--- src/rtl/multibyte_add_seq.sv ---
// rtl/multibyte_add_seq.sv - byte-serial add/subtract over one shared 8-bit lookahead adder

module cladder8 (
   input  logic [7:0] x,
   input  logic [7:0] y,
   input  logic       ci,
   output logic [7:0] s,
   output logic       co
);
   logic [7:0] g;
   logic [7:0] p;
   logic [8:0] c;

   always_comb begin
      g    = x & y;
      p    = x ^ y;
      c    = '0;
      c[0] = ci;
      for (int i = 0; i < 8; i++) begin
         c[i+1] = g[i] | (p[i] & c[i]);
      end
      s  = p ^ c[7:0];
      co = c[8];
   end
endmodule

module multibyte_add_seq #(
   parameter int NBYTES = 4
) (
   input  logic                clk,
   input  logic                rst_n,
   input  logic                in_valid,
   output logic                in_ready,
   input  logic [8*NBYTES-1:0] a,
   input  logic [8*NBYTES-1:0] b,
   input  logic                cin,
   input  logic                sub,
   output logic                out_valid,
   input  logic                out_ready,
   output logic [8*NBYTES-1:0] sum,
   output logic                cout,
   output logic                ovf,
   output logic                zero
);
   localparam int W  = 8 * NBYTES;
   localparam int IW = $clog2(NBYTES);

   typedef enum logic [1:0] {IDLE, RUN, DONE} state_t;

   state_t         state;
   state_t         state_nxt;
   logic [W-1:0]   a_sh;
   logic [W-1:0]   b_sh;
   logic [W-9:0]   acc;
   logic [W-1:0]   sum_q;
   logic [W-1:0]   sum_fin;
   logic           carry;
   logic [IW-1:0]  idx;
   logic           cout_q;
   logic           ovf_q;
   logic           zero_q;
   logic [7:0]     s8;
   logic           co8;
   logic           last;

   // operands shift right so the adder always sees the current byte in bits [7:0]
   cladder8 u_add (
      .x  (a_sh[7:0]),
      .y  (b_sh[7:0]),
      .ci (carry),
      .s  (s8),
      .co (co8)
   );

   assign last    = (idx == IW'(NBYTES - 1));
   assign sum_fin = {s8, acc};

   always_ff @(posedge clk or negedge rst_n) begin
      if (!rst_n) begin
         state <= IDLE;
      end else begin
         state <= state_nxt;
      end
   end

   always_comb begin
      state_nxt = state;
      in_ready  = 1'b0;
      out_valid = 1'b0;
      case (state)
         IDLE: begin
            in_ready = 1'b1;
            if (in_valid) state_nxt = RUN;
         end
         RUN: begin
            if (last) state_nxt = DONE;
         end
         DONE: begin
            out_valid = 1'b1;
            if (out_ready) state_nxt = IDLE;
         end
         default: state_nxt = IDLE;
      endcase
   end

   always_ff @(posedge clk or negedge rst_n) begin
      if (!rst_n) begin
         a_sh   <= '0;
         b_sh   <= '0;
         acc    <= '0;
         carry  <= 1'b0;
         idx    <= '0;
         sum_q  <= '0;
         cout_q <= 1'b0;
         ovf_q  <= 1'b0;
         zero_q <= 1'b0;
      end else begin
         case (state)
            IDLE: begin
               if (in_valid) begin
                  a_sh  <= a;
                  b_sh  <= sub ? ~b : b;
                  carry <= sub | cin;
                  idx   <= '0;
                  acc   <= '0;
               end
            end
            RUN: begin
               a_sh  <= a_sh >> 8;
               b_sh  <= b_sh >> 8;
               acc   <= sum_fin[W-1:8];
               carry <= co8;
               if (last) begin
                  // at the final byte a_sh[7]/b_sh[7] are the operand sign bits
                  sum_q  <= sum_fin;
                  cout_q <= co8;
                  ovf_q  <= (a_sh[7] == b_sh[7]) && (s8[7] != a_sh[7]);
                  zero_q <= (sum_fin == '0);
                  idx    <= '0;
               end else begin
                  idx <= idx + 1'b1;
               end
            end
            default: ;
         endcase
      end
   end

   assign sum  = sum_q;
   assign cout = cout_q;
   assign ovf  = ovf_q;
   assign zero = zero_q;
endmodule

--- config.mk ---
export PLATFORM = sky130hd
export DESIGN_NAME = multibyte_add_seq
export DESIGN_NICKNAME = d
export VERILOG_FILES = /design/src/rtl/multibyte_add_seq.sv
export SDC_FILE = /design/constraint.sdc
export NUM_CORES = 1
export LEC_CHECK = 0
export ABC_AREA = 1
export CAP_MARGIN = 0
export CORE_UTILIZATION = 45
export DETAILED_ROUTE_END_ITERATION = 8
export HOLD_SLACK_MARGIN = 0.03
export PLACE_DENSITY = 0.77
export SLEW_MARGIN = 25
export SYNTH_ARGS = -nofsm -noshare
export SYNTH_HDL_FRONTEND = slang
export SYNTH_SLANG_ARGS = --single-unit
--- constraint.sdc ---
create_clock -name clk -period 9.2 [get_ports clk]
set_input_delay 1.38 -clock clk [delete_from_list [all_inputs] [get_ports clk]]
set_output_delay 1.38 -clock clk [all_outputs]
set_load 0.005 [all_outputs]
Word level (Yosys, flattened, before mapping)
Cells that the tools add are included.
- output and inout port bits: 37
- register bits: 128
- input port bits: 70
- word-level logic and storage cells: 65
- eq/ne operators: 8
- bitwise logic cells: 21
- reduce and logical (&&, ||, !) cells: 7
- multiplexer cells: 18
- add/sub/neg operators: 1
- operators with widths (operator ; count):
    $pmux 32 s2 ; 2
    $mux 32 ; 3
    $pmux 24 s2 ; 1
    $logic_not 32->1 ; 1
    $not 32->32 ; 1
    $mux 24 ; 1
    $xor 8x8->8 ; 2
    $mux 2 ; 5
    $or 1x1->1 ; 9
    $and 1x1->1 ; 8
    $and 8x8->8 ; 1
    $ne 2x2->1 const B ; 3
    $pmux 2 s3 ; 1
    $eq 2x2->1 const B ; 2
    $pmux 2 s2 ; 1
    $reduce_and 2->1 ; 2
    $mux 1 ; 3
    $reduce_and 3->1 ; 1
    $add 2x1->2 const B ; 1
    $eq 2x1->1 const B ; 1
    $logic_not 2->1 ; 1
    $pmux 1 s2 ; 1
    $reduce_bool 2->1 ; 1
    $eq 1x1->1 ; 1
    other kinds (2) ; 2

Longest topological paths before layout
- depth in word-level cells: 18
- depth in mapped cells: 17
- mapped depth without buffers: 17

By module
Synthesis repeated with hierarchy kept, for this count alone.
- cell total of the unflattened synthesis: 587
- area, all modules: 5546.6 sq um
- by module, submodules not included (module ; sequential area each (sq um) ; cells each ; area each (sq um) ; instances):
    multibyte_add_seq ; 3203.1 ; 569 ; 5348.9 ; 1
    cladder8 ; 0.0 ; 18 ; 197.7 ; 1

Worst setup path after synthesis
OpenSTA, ideal clock, no wires.
- kind: flip-flop to flip-flop
- from: register a_sh[0]
- to: register zero_q, in the netlist zero
- data required time: 9.122 ns
- path buffers: 0
- clock period less this slack: 3.487 ns
- arrival time: 3.409 ns
- stages on the path, launching flop included: 18
- library setup time: 0.078 ns
- slack: 5.713 ns
- path through: dfrtp_1 inv_1 fa_1 inv_1 fa_1 inv_1 fa_1 fa_1 fa_1 inv_1 fa_1 fa_1 inv_1 fa_1 nand3_1 nor2_1 nand2_1 o21bai_1
- cells in the longest elaborated chain, start to end: 17
- elaborated cells on any way between the ends: 18
- those cells by class: bitwise (17); reduce/logical (1)
- RTL lines (item ; RTL line ; source):
    start, declared ; 52 ; logic [W-1:0] a_sh;
    start signal, assigned ; 129 ; a_sh <= a_sh >> 8;
    $xor 8x8->8 ; 16 ; p = x ^ y;
    $and 1x1->1 ; 20 ; c[i+1] = g[i] | (p[i] & c[i]);
    $or 1x1->1 ; 20 ;
    $and 1x1->1 ; 20 ;
    $or 1x1->1 ; 20 ;
    $and 1x1->1 ; 20 ;
    $or 1x1->1 ; 20 ;
    $and 1x1->1 ; 20 ;
    $or 1x1->1 ; 20 ;
    $and 1x1->1 ; 20 ;
    $or 1x1->1 ; 20 ;
    $and 1x1->1 ; 20 ;
    $or 1x1->1 ; 20 ;
    $and 1x1->1 ; 20 ;
    $or 1x1->1 ; 20 ;
    $xor 8x8->8 (*) ; 22 ; s = p ^ c[7:0];
    $logic_not 32->1 (*) ; 138 ; zero_q <= (sum_fin == '0);
    end signal, assigned ; 138 ;
    end, declared ; 61 ; logic zero_q;
Mark *: on every way between the ends. The rest lies on a longest branch, timed or not.
A chain may end at the register's enable or synchronous reset.

Worst setup path after layout
Same ends and word-level chain as after synthesis.

==> impl_metrics.yaml <==
timing:
  layout_min_cycle_time_ns: 3.75
  fmax_mhz: 267
  finalSetupTns_ns: 0
  rsz0062_at_grt: "false"
  relSlewSlack_pct: 41.0
  period_share_pct: 40.7
  slew_violations: 0
  tightest_slew_ns: 0.884
  finalHoldViolCount: 0
  fin_skew_ns: 0.00960
  setup_viol_count_final: 0
  fin_ws_ns: 5.45
cts:
  cts_setup_buffers: 0
  hold_buffers: 0
  cts_sinks: 128
  cts_root_buf: "clkbuf_16"
  cts_max_path_buffers: 2
  cts_tree: "built"
  clk_latency_ns: 0.41
  clkSlewWorstSetupHoldPaths_ns: 0.06
  h-tree-depth: 4
  post_cts_resized: 0
  numCtsBuffers: 17
critical_path:
  crit_family: "adder cells"
  cp_max_fo: 4
  crit_chain: "inv_1 -> fa_1 -> inv_1 -> fa_1 -> inv_1 -> fa_1 -> fa_1 -> fa_1 -> inv_1 -> fa_1 -> fa_1 -> inv_1 -> fa_1 -> nand3_1 -> nor2_1 -> nand2_1 -> o21bai_1"
  cp.arrival_ns: 4.08
  crit_path_frequent_cell: "fa_1"
  worstSetupEndpointType: "flip-flop"
  criticalPathCategory: "reg2reg"
  required_ns: 9.53
  worst-path-buf-inv: 5
  start_kind: "flip-flop"
  cp_slowest_cell: "fa_1"
  max_stage_delay_ns: 0.55
yosys:
  synth-seq-area-share_pct: 56.4
  yosysMostFrequentCell: "nand2_1"
  post-synth-top-area-cell: "dfrtp_1"
  syn-instance-count: 611
  yosysWarnings: 0
  synth_seq_cells: 128
  ys_types: 28
  synth_top_cell_area_share_pct: 56.4
  ys.flop_type: "dfrtp_1"
  synth_nets: 691
  synth_common_cells: "nand2_1, dfrtp_1, o21ai_0, inv_1, nor2_1"
  synth.cell_area_mm2: 0.00568
  synth-async-reset-ratio_pct: 100
  synth_edf_count: 0
  synthTopCellsByArea: "dfrtp_1, nand2_1, o21ai_0, xor2_1, inv_1"
  synth_area_per_cell_um2: 9.30
floorplan:
  chipWidth_um: 114
  design.core.area_mm2: 0.0122
  dieHeight_um: 114
  io_pins: 107
  dieArea_mm2: 0.0131
  initial_core_util_pct: 46.7
  std_cell_rows: 40
placed_design:
  port_buffers: 106
  pre_cts_ws_ns: 5.48
  gp_congestion: 0.827
  placedCellCount: 851
  detailed_place_hpwl_um: 8570
global_route:
  antenna_found_initial: 0
  grt_max_degree: 72
  grt_first_pass_wirelength_um: 21000
  grtUsageTotal_pct: 20.7
  overflow: 0
  grt_pass1_vias: 4407
layout:
  antenna-diode-count: 0
  drive_above_1_share_pct: 5.87
  nNetsFinal: 782
  syn_to_final_growth_pct: 29.3
  layout.cells.non_filler: 883
detailed_routing:
  first_iter_violations: 300
  drt_wl_total_um: 12600
  dr.pass1.iters: 4
  drc_errors: 0
  avgViaCountPerCell: 5.06
  final_antenna_net_count: 0
  wl_per_cell_um: 14.3
  vias: 4466
min_path:
  worstHoldPathType: "reg2reg"
power_and_ir_drop:
  p_leak_nw: 3.36
  powerDensity_mw_per_mm2: 350
  ir_worst_vdd_mv: 0.137
run_status:
  status: "completed"
job:
  cap_violations: 0
## cell usage in the layout, fill, tap and decap left out, types with 6 or more instances in the layout
cell and instances:
clkbuf_16 17, nand2_1 166, nand3_1 24, clkdlybuf4s50_1 104, fa_1 8, clkinv_2 6
a22o_1 9, o22ai_1 21, o21ai_0 53, dfrtp_1 128, inv_1 45, o21ai_1 10
xnor2_1 11, a21oi_1 19, xor2_1 20, o211ai_1 8, nor2_1 39
## report_power, final
group | switching [W] | leakage [nW] | total [W] | internal [W]
registers | 0.000131 | 1.65 | 0.000934 | 0.000803
clock network | 0.000245 | 0.279 | 0.000642 | 0.000397
logic | 0.000569 | 1.44 | 0.000990 | 0.000421
## worst register-to-register path, cell delays in order, from the launching register on
cell and delay [ns]:
dfrtp_1 0.33, inv_1 0.07, fa_1 0.41, inv_1 0.08
fa_1 0.16, inv_1 0.05, fa_1 0.37, fa_1 0.39
fa_1 0.37, inv_1 0.07, fa_1 0.17, fa_1 0.16
inv_1 0.05, fa_1 0.55, nand3_1 0.10, nor2_1 0.12
nand2_1 0.07, o21bai_1 0.14
## flip-flops by register name, indices dropped and copies added, names as in the netlist
signal  count
a_sh       32
acc        24
b_sh       32
carry       1
cout        1
idx         2
ovf         1
state       2
sum        32
zero        1
## worst paths after layout
path | from | end | cells past startpoint | slack [ns]
min in group asynchronous | rst_n | a_sh[11] | 1 | 1.02
min reg2reg | sum[30] | sum[30] | 2 | 0.48
min | sum[30] | sum[30] | 2 | 0.48
max in group asynchronous | rst_n | cout | 2 | 6.84
max | a_sh[0] | zero | 17 | 5.45
max reg2reg | a_sh[0] | zero | 17 | 5.45
## per-stage QoR
stage | hold slack [ns] | power [W] | utilization (%) | area, um2
floorplan | 0.448 | 0.00157 | - | 5680
global placement | 0.461 | 0.00188 | 55.6 | 6760
detailed placement | 0.470 | 0.00193 | 55.6 | 6760
CTS | 0.484 | 0.00257 | 60.3 | 7330
global route | 0.492 | 0.00275 | 60.4 | 7340
finish | 0.480 | 0.00257 | 60.4 | 7340
## logic make-up (layout without fill, tap and decap cells)
kind of cell	count (synthesis)	after routing	share of synthesized area, %
compound gates	123	123	12.4
buf+inv	83	187	6.52
fa+ha+maj	10	10	3.26
xor+xnor	31	31	4.78
flops	128	128	56.4
simple gates	236	236	16.7
## cell type report
cell class | instances | area, um2
Fill cell | 1018 | 4820
Sequential cell | 128 | 3200
Multi-Input combinational cell | 400 | 2110
Timing Repair Buffer | 107 | 1060
Clock buffer | 18 | 429
Tap cell | 168 | 210
Inverter | 48 | 181
Clock inverter | 14 | 144
## metal layers
metal / global-route usage [%] / part of all wire (%)
met5: 0 / 0
met4: 5.89 / 1.5
met3: 4.71 / 4.6
met2: 34.5 / 49
met1: 27.1 / 45
Power figures use the tool's default switching activity.
